File: src/rtl/aclint_mh.sv
`default_nettype none
// +--------------------------------------------------------------------------+
// | Module   : aclint_mh                                                     |
// | Desc     : Multi-hart ACLINT. Shared prescaled 64-bit mtime, per-hart    |
// |            mtimecmp (MTIMER) and msip (MSWI) on a CLINT-style MMIO map.  |
// | Revision : 1.0 - initial parametrised multi-hart release                 |
// +--------------------------------------------------------------------------+
module aclint_mh #(
  parameter int unsigned NUM_HARTS    = 2,
  parameter logic [31:0] BASE_ADDR    = 32'hFF01_0000,
  parameter int unsigned TICK_DIV     = 1,
  parameter logic [63:0] MTIMECMP_RST = 64'hFFFF_FFFF_FFFF_FFFF
) (
  input  logic                 clk,
  input  logic                 rst,
  input  logic                 IN_re,
  input  logic [29:0]          IN_raddr,
  output logic [31:0]          OUT_rdata,
  output logic                 OUT_rbusy,
  output logic                 OUT_rvalid,
  input  logic                 IN_we,
  input  logic [3:0]           IN_wmask,
  input  logic [29:0]          IN_waddr,
  input  logic [31:0]          IN_wdata,
  output logic [63:0]          OUT_mtime,
  output logic [NUM_HARTS-1:0] OUT_timerIRQ,
  output logic [NUM_HARTS-1:0] OUT_softIRQ
);

  localparam int unsigned          c_div_w    = (TICK_DIV > 1) ? $clog2(TICK_DIV) : 1;
  localparam logic [c_div_w-1:0]   c_div_last = c_div_w'(TICK_DIV - 1);

  // Decoded target of one word address; every flag already includes the window hit.
  typedef struct packed {
    logic       msip;
    logic       cmp;
    logic       mtime;
    logic       hi;
    logic [5:0] hart;
  } dec_t;

  function automatic dec_t decode(input logic [29:0] a);
    dec_t        d;
    logic        win;
    logic [13:0] w;
    logic [12:0] cidx;
    d    = '0;
    w    = a[13:0];
    cidx = w[13:1] - 13'h0800;
    win  = (a[29:14] == BASE_ADDR[31:16]);
    d.hi = w[0];
    if (w[13:12] == 2'b00) begin
      d.hart = w[5:0];
      d.msip = win && (32'(w[11:0]) < NUM_HARTS);
    end else if (w < 14'h2FFE) begin
      d.hart = cidx[5:0];
      d.cmp  = win && (32'(cidx) < NUM_HARTS);
    end else begin
      d.mtime = win && (w[13:1] == 13'h17FF);
    end
    return d;
  endfunction

  function automatic logic [31:0] merge_bytes(input logic [31:0] old_w,
                                              input logic [31:0] new_w,
                                              input logic [3:0]  mask);
    logic [31:0] res;
    for (int b = 0; b < 4; b++) begin
      res[b*8 +: 8] = mask[b] ? new_w[b*8 +: 8] : old_w[b*8 +: 8];
    end
    return res;
  endfunction

  dec_t                        w_rdec;
  dec_t                        w_wdec;
  logic                        w_rd_win;
  logic                        w_tick;
  logic                        w_wr_mtime;
  logic [31:0]                 w_rd_val;
  logic [31:0]                 w_hart_or;
  logic [NUM_HARTS-1:0][31:0]  w_hart_rd;

  logic [c_div_w-1:0]          r_div_cnt;
  logic [63:0]                 r_mtime;
  logic [31:0]                 r_rdata;
  logic                        r_rvalid;

  assign w_rdec     = decode(IN_raddr);
  assign w_wdec     = decode(IN_waddr);
  assign w_rd_win   = (IN_raddr[29:14] == BASE_ADDR[31:16]);
  assign w_tick     = (r_div_cnt == c_div_last);
  assign w_wr_mtime = IN_we && w_wdec.mtime;

  always_ff @(posedge clk or negedge rst) begin
    if (!rst) begin
      r_div_cnt <= '0;
      r_mtime   <= '0;
    end else begin
      r_div_cnt <= w_tick ? '0 : r_div_cnt + 1'b1;
      // A software write replaces this cycle's tick; the prescaler keeps its phase.
      if (w_wr_mtime) begin
        if (w_wdec.hi) r_mtime[63:32] <= merge_bytes(r_mtime[63:32], IN_wdata, IN_wmask);
        else           r_mtime[31:0]  <= merge_bytes(r_mtime[31:0],  IN_wdata, IN_wmask);
      end else if (w_tick) begin
        r_mtime <= r_mtime + 64'd1;
      end
    end
  end

  for (genvar h = 0; h < NUM_HARTS; h++) begin : g_hart
    logic [63:0] r_cmp;
    logic        r_msip;
    logic        r_tirq;
    logic        w_wr_sel;
    logic        w_rd_sel;

    assign w_wr_sel = IN_we && (w_wdec.hart == 6'(h));
    assign w_rd_sel = (w_rdec.hart == 6'(h));

    always_ff @(posedge clk or negedge rst) begin
      if (!rst) begin
        r_cmp  <= MTIMECMP_RST;
        r_msip <= 1'b0;
        r_tirq <= 1'b0;
      end else begin
        if (w_wr_sel && w_wdec.cmp) begin
          if (w_wdec.hi) r_cmp[63:32] <= merge_bytes(r_cmp[63:32], IN_wdata, IN_wmask);
          else           r_cmp[31:0]  <= merge_bytes(r_cmp[31:0],  IN_wdata, IN_wmask);
        end
        if (w_wr_sel && w_wdec.msip && IN_wmask[0]) r_msip <= IN_wdata[0];
        r_tirq <= (r_mtime >= r_cmp);
      end
    end

    assign w_hart_rd[h] = !w_rd_sel   ? 32'h0 :
                          w_rdec.msip ? {31'b0, r_msip} :
                          w_rdec.cmp  ? (w_rdec.hi ? r_cmp[63:32] : r_cmp[31:0]) :
                                        32'h0;
    assign OUT_timerIRQ[h] = r_tirq;
    assign OUT_softIRQ[h]  = r_msip;
  end

  // At most one hart contributes a non-zero word, so a per-bit OR is the mux.
  for (genvar b = 0; b < 32; b++) begin : g_rd_or
    logic [NUM_HARTS-1:0] w_col;
    for (genvar h = 0; h < NUM_HARTS; h++) begin : g_col
      assign w_col[h] = w_hart_rd[h][b];
    end
    assign w_hart_or[b] = |w_col;
  end

  assign w_rd_val = w_rdec.mtime ? (w_rdec.hi ? r_mtime[63:32] : r_mtime[31:0]) : w_hart_or;

  always_ff @(posedge clk or negedge rst) begin
    if (!rst) begin
      r_rdata  <= '0;
      r_rvalid <= 1'b0;
    end else begin
      r_rvalid <= IN_re && w_rd_win;
      if (IN_re && w_rd_win) r_rdata <= w_rd_val;
    end
  end

  assign OUT_rdata  = r_rdata;
  assign OUT_rvalid = r_rvalid;
  assign OUT_rbusy  = 1'b0;
  assign OUT_mtime  = r_mtime;

endmodule
`default_nettype wire

File: config.mk
export PLATFORM = sky130hd
export DESIGN_NAME = aclint_mh
export DESIGN_NICKNAME = d
export VERILOG_FILES = /design/src/rtl/aclint_mh.sv
export SDC_FILE = /design/constraint.sdc
export NUM_CORES = 1
export LEC_CHECK = 0
export CORE_MARGIN = 4
export CORE_UTILIZATION = 52
export DETAILED_ROUTE_END_ITERATION = 10
export DONT_BUFFER_PORTS = 1
export GPL_TIMING_DRIVEN = 0
export PLACE_DENSITY = 0.64
export SETUP_SLACK_MARGIN = 0.05
export SLEW_MARGIN = 20
export SYNTH_ARGS = -nofsm -noshare
export SYNTH_HDL_FRONTEND = slang
export SYNTH_SLANG_ARGS = --single-unit
File: constraint.sdc
create_clock -name clk -period 2.7 [get_ports clk]
set_input_delay 0.54 -clock clk [delete_from_list [all_inputs] [get_ports clk]]
set_output_delay 0.54 -clock clk [all_outputs]
set_load 0.01 [all_outputs]
==> results.json, run 1 <==
{
  "cts_buffers": 26,
  "path_class": "in -> reg",
  "chipWidth_um": 180.0,
  "p_per_area_nw_per_um2": 420.9,
  "route.detailed.vias_per_inst": 6.540,
  "report.final.setup_viol": 0,
  "initial_core_util_pct": 53.18,
  "die_height_um": 180.0,
  "met3_wirelength_mm": 6.686,
  "portBuffers": 0,
  "post_synth_num_cell_types": 82,
  "relative_contribution_of_the_clock_network_to_total_power_pct": 49.4,
  "failed_checks": "hold timing",
  "core_region_area_um2": 28940,
  "worstSetupEndpointType": "flop",
  "timing.setup.tns_ps": 0,
  "synth_seq_cells": 229,
  "synth_top_flop_cell": "sky130_fd_sc_hd__dfstp_2",
  "final_layout_size_suffix_gt1_share_pct": 24.55,
  "maxClockFrequency_ghz": 0.3803,
  "first_global_vias": 13090,
  "final_max_slew_viol_count": 0,
  "dp_hpwl_mm": 40.30,
  "reg2regPathDepth": 8,
  "synth_async_reset_ratio_pct": 100.0,
  "synthCells": 1611,
  "finalNetCount": 1876,
  "tritoncts": "yes",
  "clock_skew_ps": 23.00,
  "grt_max_degree": 230,
  "slew_headroom_pct": 19.31,
  "cts_sinks": 229,
  "syn_avg_cell_area_um2": 9.551,
  "clock_latency_ps": 550,
  "p_sw_share_pct": 22.28,
  "design.die.area_um2": 32410,
  "first_pass_grt_wire_length_mm": 81.22,
  "ctsLongestPathBuffers": 3,
  "wl_met2_mm": 23.82,
  "netlist_area_um2": 15390,
  "final-hold-violation-count": 162,
  "vias": 13410,
  "hold-worst-slack_ps": -299.5,
  "netSwitchingPower_w": 0.001586,
  "overflow": 0,
  "final_min_period_over_clock_period_pct": 97.39,
  "fin_ws_ps": 70.39,
  "placementRows": 62,
  "worst_margin_pin_slew_ps": 1210,
  "h_tree_lvls": 1,
  "area.growth.synth_to_final_pct": 9.945,
  "highest-signal-layer": "met5",
  "detail-route-antenna-nets": 0,
  "pre_cts_slack_ps": -607.7,
  "min-delay-path-class": "in -> async",
  "finalWeightedCongestion": 0.9577,
  "worst-endpoint-arrival_ps": 3090,
  "sequentialPowerShare_pct": 48.3,
  "final_core_util_pct": 58.47,
  "cts.root.buffer_cell": "sky130_fd_sc_hd__clkbuf_16",
  "timing.critical_path.fanout_max": 8,
  "outcome": "complete, but fails checks",
  "antenna_cells_inserted": 0,
  "dr.first_iter.drc_count": 1513,
  "synth_enable_flop_cells": 0,
  "p_int_w": 0.005534,
  "leakage_power_nw": 6.798,
  "number_of_design_rule_violations_left_after_detail_routing": 0,
  "total_power_w": 0.007120,
  "power.ir.vdd_worst_v": 0.0004133,
  "cts.clk_slew.worst_paths_ps": 60,
  "drv.max_cap_violation_count": 0,
  "timing.reg2reg.setup_slack_ps": 90,
  "timing.critical_path.from_type": "input port",
  "finalWirelength_mm": 54.84,
  "layout_filler_cell_count": 2535,
  "design.portCount": 202,
  "worst-endpoint-required_ps": 3160,
  "finalCriticalPeriod_ps": 2630,
  "ys.warnings.count": 0,
  "drt_pre_antenna_iters": 6,
  "power_frac_comb_pct": 2.2,
  "synth.net_count": 1840,
  "synth_seq_area_share_pct": 38.28,
  "grtUsageTotal_pct": 32.30,
  "detail_route.wl_per_cell_um": 26.75,
  "rsz_0062_raised_after_global_routing": "true",
  "number_of_antenna_violations_at_the_first_check_in_global_routing": 1,
  "met1Wirelength_mm": 22.51
}
==> path summary, 6_finish.rpt <==
path | startpoint | to
min | rst | OUT_rdata[10]
max in group asynchronous | rst | OUT_mtime[14]
max | IN_waddr[15] | g_hart[1].r_cmp[11]
min in group clk | IN_wdata[21] | OUT_mtime[53]
min reg2reg | g_hart[0].r_cmp[30] | g_hart[0].r_cmp[30]
max reg2reg | g_hart[0].r_cmp[23] | g_hart[0].r_tirq
==> per-layer routing <==
metal  GRT usage [%]  vias up
met5               0        -
met2           48.48      719
met3           11.40      106
met1           44.11     6592
li1                -     5989
met4           10.25        2
==> critical path: stages <==
cell and delay (ps):
sky130_fd_sc_hd__or4b_4 540, sky130_fd_sc_hd__nor4_4 340, sky130_fd_sc_hd__nand4_1 180, sky130_fd_sc_hd__nor2_1 700
sky130_fd_sc_hd__nand2_2 400, sky130_fd_sc_hd__mux2_2 390
==> sequential cells by signal (all words and copies together) (netlist names) <==
register,cells
OUT_mtime,64
g_hart.r_tirq,2
g_hart.r_cmp,128
g_hart.r_msip,2
OUT_rvalid,1
OUT_rdata,32
==> placed cells by master (no fill, tap or decap), drive strengths merged, types with 44 or more instances in the layout <==
| cell | count |
|---|---|
| nor2 | 119 |
| dfstp | 128 |
| dfrtp | 101 |
| nand2 | 147 |
| ha | 129 |
| o21ai | 87 |
| a21oi | 76 |
| inv | 136 |
| nand3 | 44 |
| nand4 | 46 |
| mux2i | 75 |
| clkbuf | 82 |
| mux2 | 128 |
==> cells in the mapped netlist (25+ instances only) <==
cell / count / share of area, %
sky130_fd_sc_hd__dfrtp_1: 101 / 16
sky130_fd_sc_hd__and3_1: 26 / 1.1
sky130_fd_sc_hd__o21ai_0: 86 / 2.8
sky130_fd_sc_hd__inv_1: 136 / 3.3
sky130_fd_sc_hd__nand2_1: 136 / 3.3
sky130_fd_sc_hd__nand3_1: 41 / 1.3
sky130_fd_sc_hd__mux2_2: 127 / 9.3
sky130_fd_sc_hd__nand4_1: 45 / 1.8
sky130_fd_sc_hd__a211oi_1: 25 / 1.2
sky130_fd_sc_hd__o22a_1: 32 / 1.8
sky130_fd_sc_hd__ha_1: 129 / 10
sky130_fd_sc_hd__clkbuf_1: 37 / 0.90
sky130_fd_sc_hd__dfstp_2: 128 / 22
sky130_fd_sc_hd__a31oi_1: 36 / 1.5
sky130_fd_sc_hd__a21oi_1: 76 / 2.5
sky130_fd_sc_hd__mux2i_1: 75 / 4.9
sky130_fd_sc_hd__nor2_1: 110 / 2.7
==> per-stage QoR <==
stage / hold WS, ps / area [um2] / cells
floorplan: 244.4 / 15390 / 1611
global placement: 255.7 / 15870 / 1995
detailed placement: 255.8 / 15870 / 1995
CTS: -307.9 / 16800 / 2043
global route: -313.6 / 16920 / 2050
finish: -299.5 / 16920 / 2050
==> area by class of cell <==
cell class / count / area [um2] / area share, %
Tap cell: 384 / 480.5 / 2.840
Timing Repair Buffer: 8 / 52.55 / 0.3106
Clock buffer: 41 / 769.5 / 4.548
Inverter: 136 / 510.5 / 3.018
Buffer: 62 / 292.8 / 1.731
Multi-Input combinational cell: 1184 / 8828 / 52.19
Clock inverter: 6 / 55.05 / 0.3254
Sequential cell: 229 / 5928 / 35.04
==> what timing repair did <==
action / CTS / global route
pin swaps: 2 / 5
endpoints found under the hold margin: 229 / 229
setup buffers: 1 / 7
setup endpoints to repair: 46 / 37
gates resized for setup: 32 / 37
==> power groups by stage <==
stage | clock network, W | logic (W) | registers (W)
detailed placement | 0 | 0.000152 | 0.00350
floorplan | 0 | 0.000103 | 0.00350
global route | 0.00373 | 0.000163 | 0.00344
finish | 0.00352 | 0.000159 | 0.00344
global placement | 0 | 0.000151 | 0.00350
CTS | 0.00355 | 0.000153 | 0.00344
==> cells by family (layout without fill, tap and decap cells) <==
kind of cell	count (synthesis)	count (layout)	share of synthesized area (%)
buf+inv	198	253	5.155
flops	229	229	38.28
mux	203	203	14.25
simple gates	495	495	16.73
other cells	1	1	0.02437
fa+ha+maj	129	129	10.49
compound gates	356	356	15.08
No activity file was read; power rests on OpenSTA's default activity.
==> inputs of run 2 (changes only) <==
SLEW_MARGIN = 25   (was 20)
==> results.json, run 2 (synthesis results as in run 1) <==
{
  "outcome": "complete, but fails checks",
  "failed_checks": "hold timing",
  "largest_register": "g_hart.r_cmp",
  "grt_max_degree": 230,
  "antenna_cells_inserted": 0,
  "overflow": 0,
  "pre_cts_slack_ps": -607.7,
  "mostFrequentLayoutCells": "sky130_fd_sc_hd__inv_1 (136), sky130_fd_sc_hd__nand2_1 (136), sky130_fd_sc_hd__ha_1 (129), sky130_fd_sc_hd__dfstp_2 (128), sky130_fd_sc_hd__mux2_2 (127)",
  "placedInstanceArea_um2": 15870,
  "finalWirelength_mm": 54.88,
  "worst-endpoint-arrival_ps": 3050,
  "leakage_power_nw": 6.804,
  "route.detailed.vias_per_inst": 6.553,
  "layout_filler_cell_count": 2535,
  "drt_pre_antenna_iters": 6,
  "crit_family": "compound AO/OA/AOI/OAI gates",
  "postLayoutCellArea_um2": 16920,
  "core_region_area_um2": 28940,
  "maxClockFrequency_ghz": 0.3803,
  "design.portCount": 202,
  "detail-route-antenna-nets": 0,
  "chipWidth_um": 180.0,
  "dr.first_iter.drc_count": 1542,
  "finalCriticalPeriod_ps": 2629,
  "report.final.setup_viol": 0,
  "largest_reg_flops": 128,
  "cts_buffers": 26,
  "area.growth.synth_to_final_pct": 9.961,
  "power.ir.vdd_worst_v": 0.0004132,
  "relative_contribution_of_the_clock_network_to_total_power_pct": 49.5,
  "placementRows": 62,
  "p_per_area_nw_per_um2": 421.0,
  "final_core_util_pct": 58.48,
  "design.die.area_um2": 32410,
  "first_global_vias": 13090,
  "sequentialPowerShare_pct": 48.3,
  "die_height_um": 180.0,
  "min-delay-path-class": "in -> async",
  "rsz_0062_raised_after_global_routing": "true",
  "portBuffers": 0,
  "grtUsageTotal_pct": 32.30,
  "detail_route.wl_per_cell_um": 26.77,
  "met3_wirelength_mm": 6.845,
  "crit_buf_inv": 1,
  "number_of_design_rule_violations_left_after_detail_routing": 0,
  "path_class": "reg -> reg",
  "fin_ws_ps": 70.65,
  "vias": 13430,
  "p_int_w": 0.005534,
  "slowest_stage_cell_crit_path": "sky130_fd_sc_hd__dfstp_2",
  "clock_skew_ps": 24.50,
  "p_sw_share_pct": 22.31,
  "cts_sinks": 229,
  "worst-endpoint-required_ps": 3120,
  "initial_core_util_pct": 53.18,
  "power_frac_comb_pct": 2.2,
  "cts.clk_slew.worst_paths_ps": 70,
  "final_max_slew_viol_count": 0,
  "wl_met2_mm": 23.80,
  "tritoncts": "yes",
  "finalNetCount": 1876,
  "worst_margin_pin_slew_ps": 1137,
  "hold-worst-slack_ps": -296.6,
  "timing.critical_path.fanout_max": 3,
  "highest-signal-layer": "met5",
  "dp_hpwl_mm": 40.30,
  "finalWeightedCongestion": 0.9577,
  "slew_headroom_pct": 24.18,
  "critical_path.max_stage_delay_ps": 530,
  "clock_latency_ps": 550,
  "final_min_period_over_clock_period_pct": 97.38,
  "drv.max_cap_violation_count": 0,
  "crit_path_cell_trace": "inv_1 > ha_1 > a21oi_1 > o21ai_1 > o21bai_1 > a211oi_2 > a211oi_1 > o31a_1",
  "first_pass_grt_wire_length_mm": 81.22,
  "met1Wirelength_mm": 22.33,
  "number_of_antenna_violations_at_the_first_check_in_global_routing": 1,
  "final-hold-violation-count": 162,
  "timing.critical_path.from_type": "flop",
  "final_layout_size_suffix_gt1_share_pct": 24.67,
  "ctsLongestPathBuffers": 3,
  "h_tree_lvls": 1,
  "netSwitchingPower_w": 0.001589,
  "worstSetupEndpointType": "flop",
  "cts.root.buffer_cell": "sky130_fd_sc_hd__clkbuf_16"
}
## run 2: cell count changes in the layout (fill, tap and decap cells not counted)
| cell | previous run | this run |
|---|---|---|
| sky130_fd_sc_hd__clkbuf_1 | 43 | 41 |
| sky130_fd_sc_hd__clkbuf_2 | 8 | 10 |
## run 2: final timing paths
| check | start | depth (start not counted) | slack, ps | endpoint |
|---|---|---|---|---|
| setup / recovery | g_hart[0].r_cmp[23] | 8 | 70 | g_hart[0].r_tirq |
| max in group asynchronous | rst | 0 | 2520 | OUT_mtime[14] |
| hold / removal | rst | 0 | -300 | OUT_rdata[10] |
| setup reg to reg | g_hart[0].r_cmp[23] | 8 | 70 | g_hart[0].r_tirq |
| min in group clk | IN_wdata[20] | 2 | 110 | OUT_mtime[52] |
| hold reg to reg | g_hart[1].r_cmp[30] | 2 | 520 | g_hart[1].r_cmp[30] |
## run 2: what timing repair did
action                                  in CTS  in global routing
endpoints found under the hold margin      229                229
setup buffers                                1                  7
endpoints found under the setup margin      46                 37
pin swaps                                    2                  5
gates resized for setup                     32                 37
## run 2: cell type report
| cell class | instances | area, um2 | share of cell area (%) |
|---|---|---|---|
| clock buffer | 41 | 769.5 | 4.548 |
| timing repair buffer | 8 | 52.55 | 0.3106 |
| inverter | 136 | 510.5 | 3.017 |
| multi-input combinational | 1184 | 8828 | 52.18 |
| buffer | 62 | 295.3 | 1.745 |
| clock inverter | 6 | 55.05 | 0.3254 |
| tap | 384 | 480.5 | 2.840 |
| sequential | 229 | 5928 | 35.04 |
## run 2: per-stage QoR
stage / std cells / total power, W / setup TNS (ps)
6_report: 2050 / 0.007124 / 0
5_1_grt: 2050 / 0.007330 / 0
2_1_floorplan: 1611 / 0.003601 / 0
4_1_cts: 2043 / 0.007150 / 0
3_5_place_dp: 1995 / 0.003650 / -56990
3_3_place_gp: 1995 / 0.003648 / -50350
## run 2: power by group through the flow
stage | Sequential (W) | Combinational [W] | Clock [W]
finish | 0.00344 | 0.000158 | 0.00352
CTS | 0.00344 | 0.000153 | 0.00355
detailed placement | 0.00350 | 0.000152 | 0
floorplan | 0.00350 | 0.000103 | 0
global placement | 0.00350 | 0.000151 | 0
global route | 0.00344 | 0.000162 | 0.00373
## run 2: layer usage
metal	track usage [%]	vias to the layer above
met2	48.48	746
met3	11.40	117
met1	44.11	6578
met5	0	-
li1	-	5990
met4	10.25	2
==> inputs of run 3 (changes only) <==
SLEW_MARGIN = default   (was 25)
==> results of run 3 <==
Same layout as run 1: the final DEF is identical, and so are final timing and power.
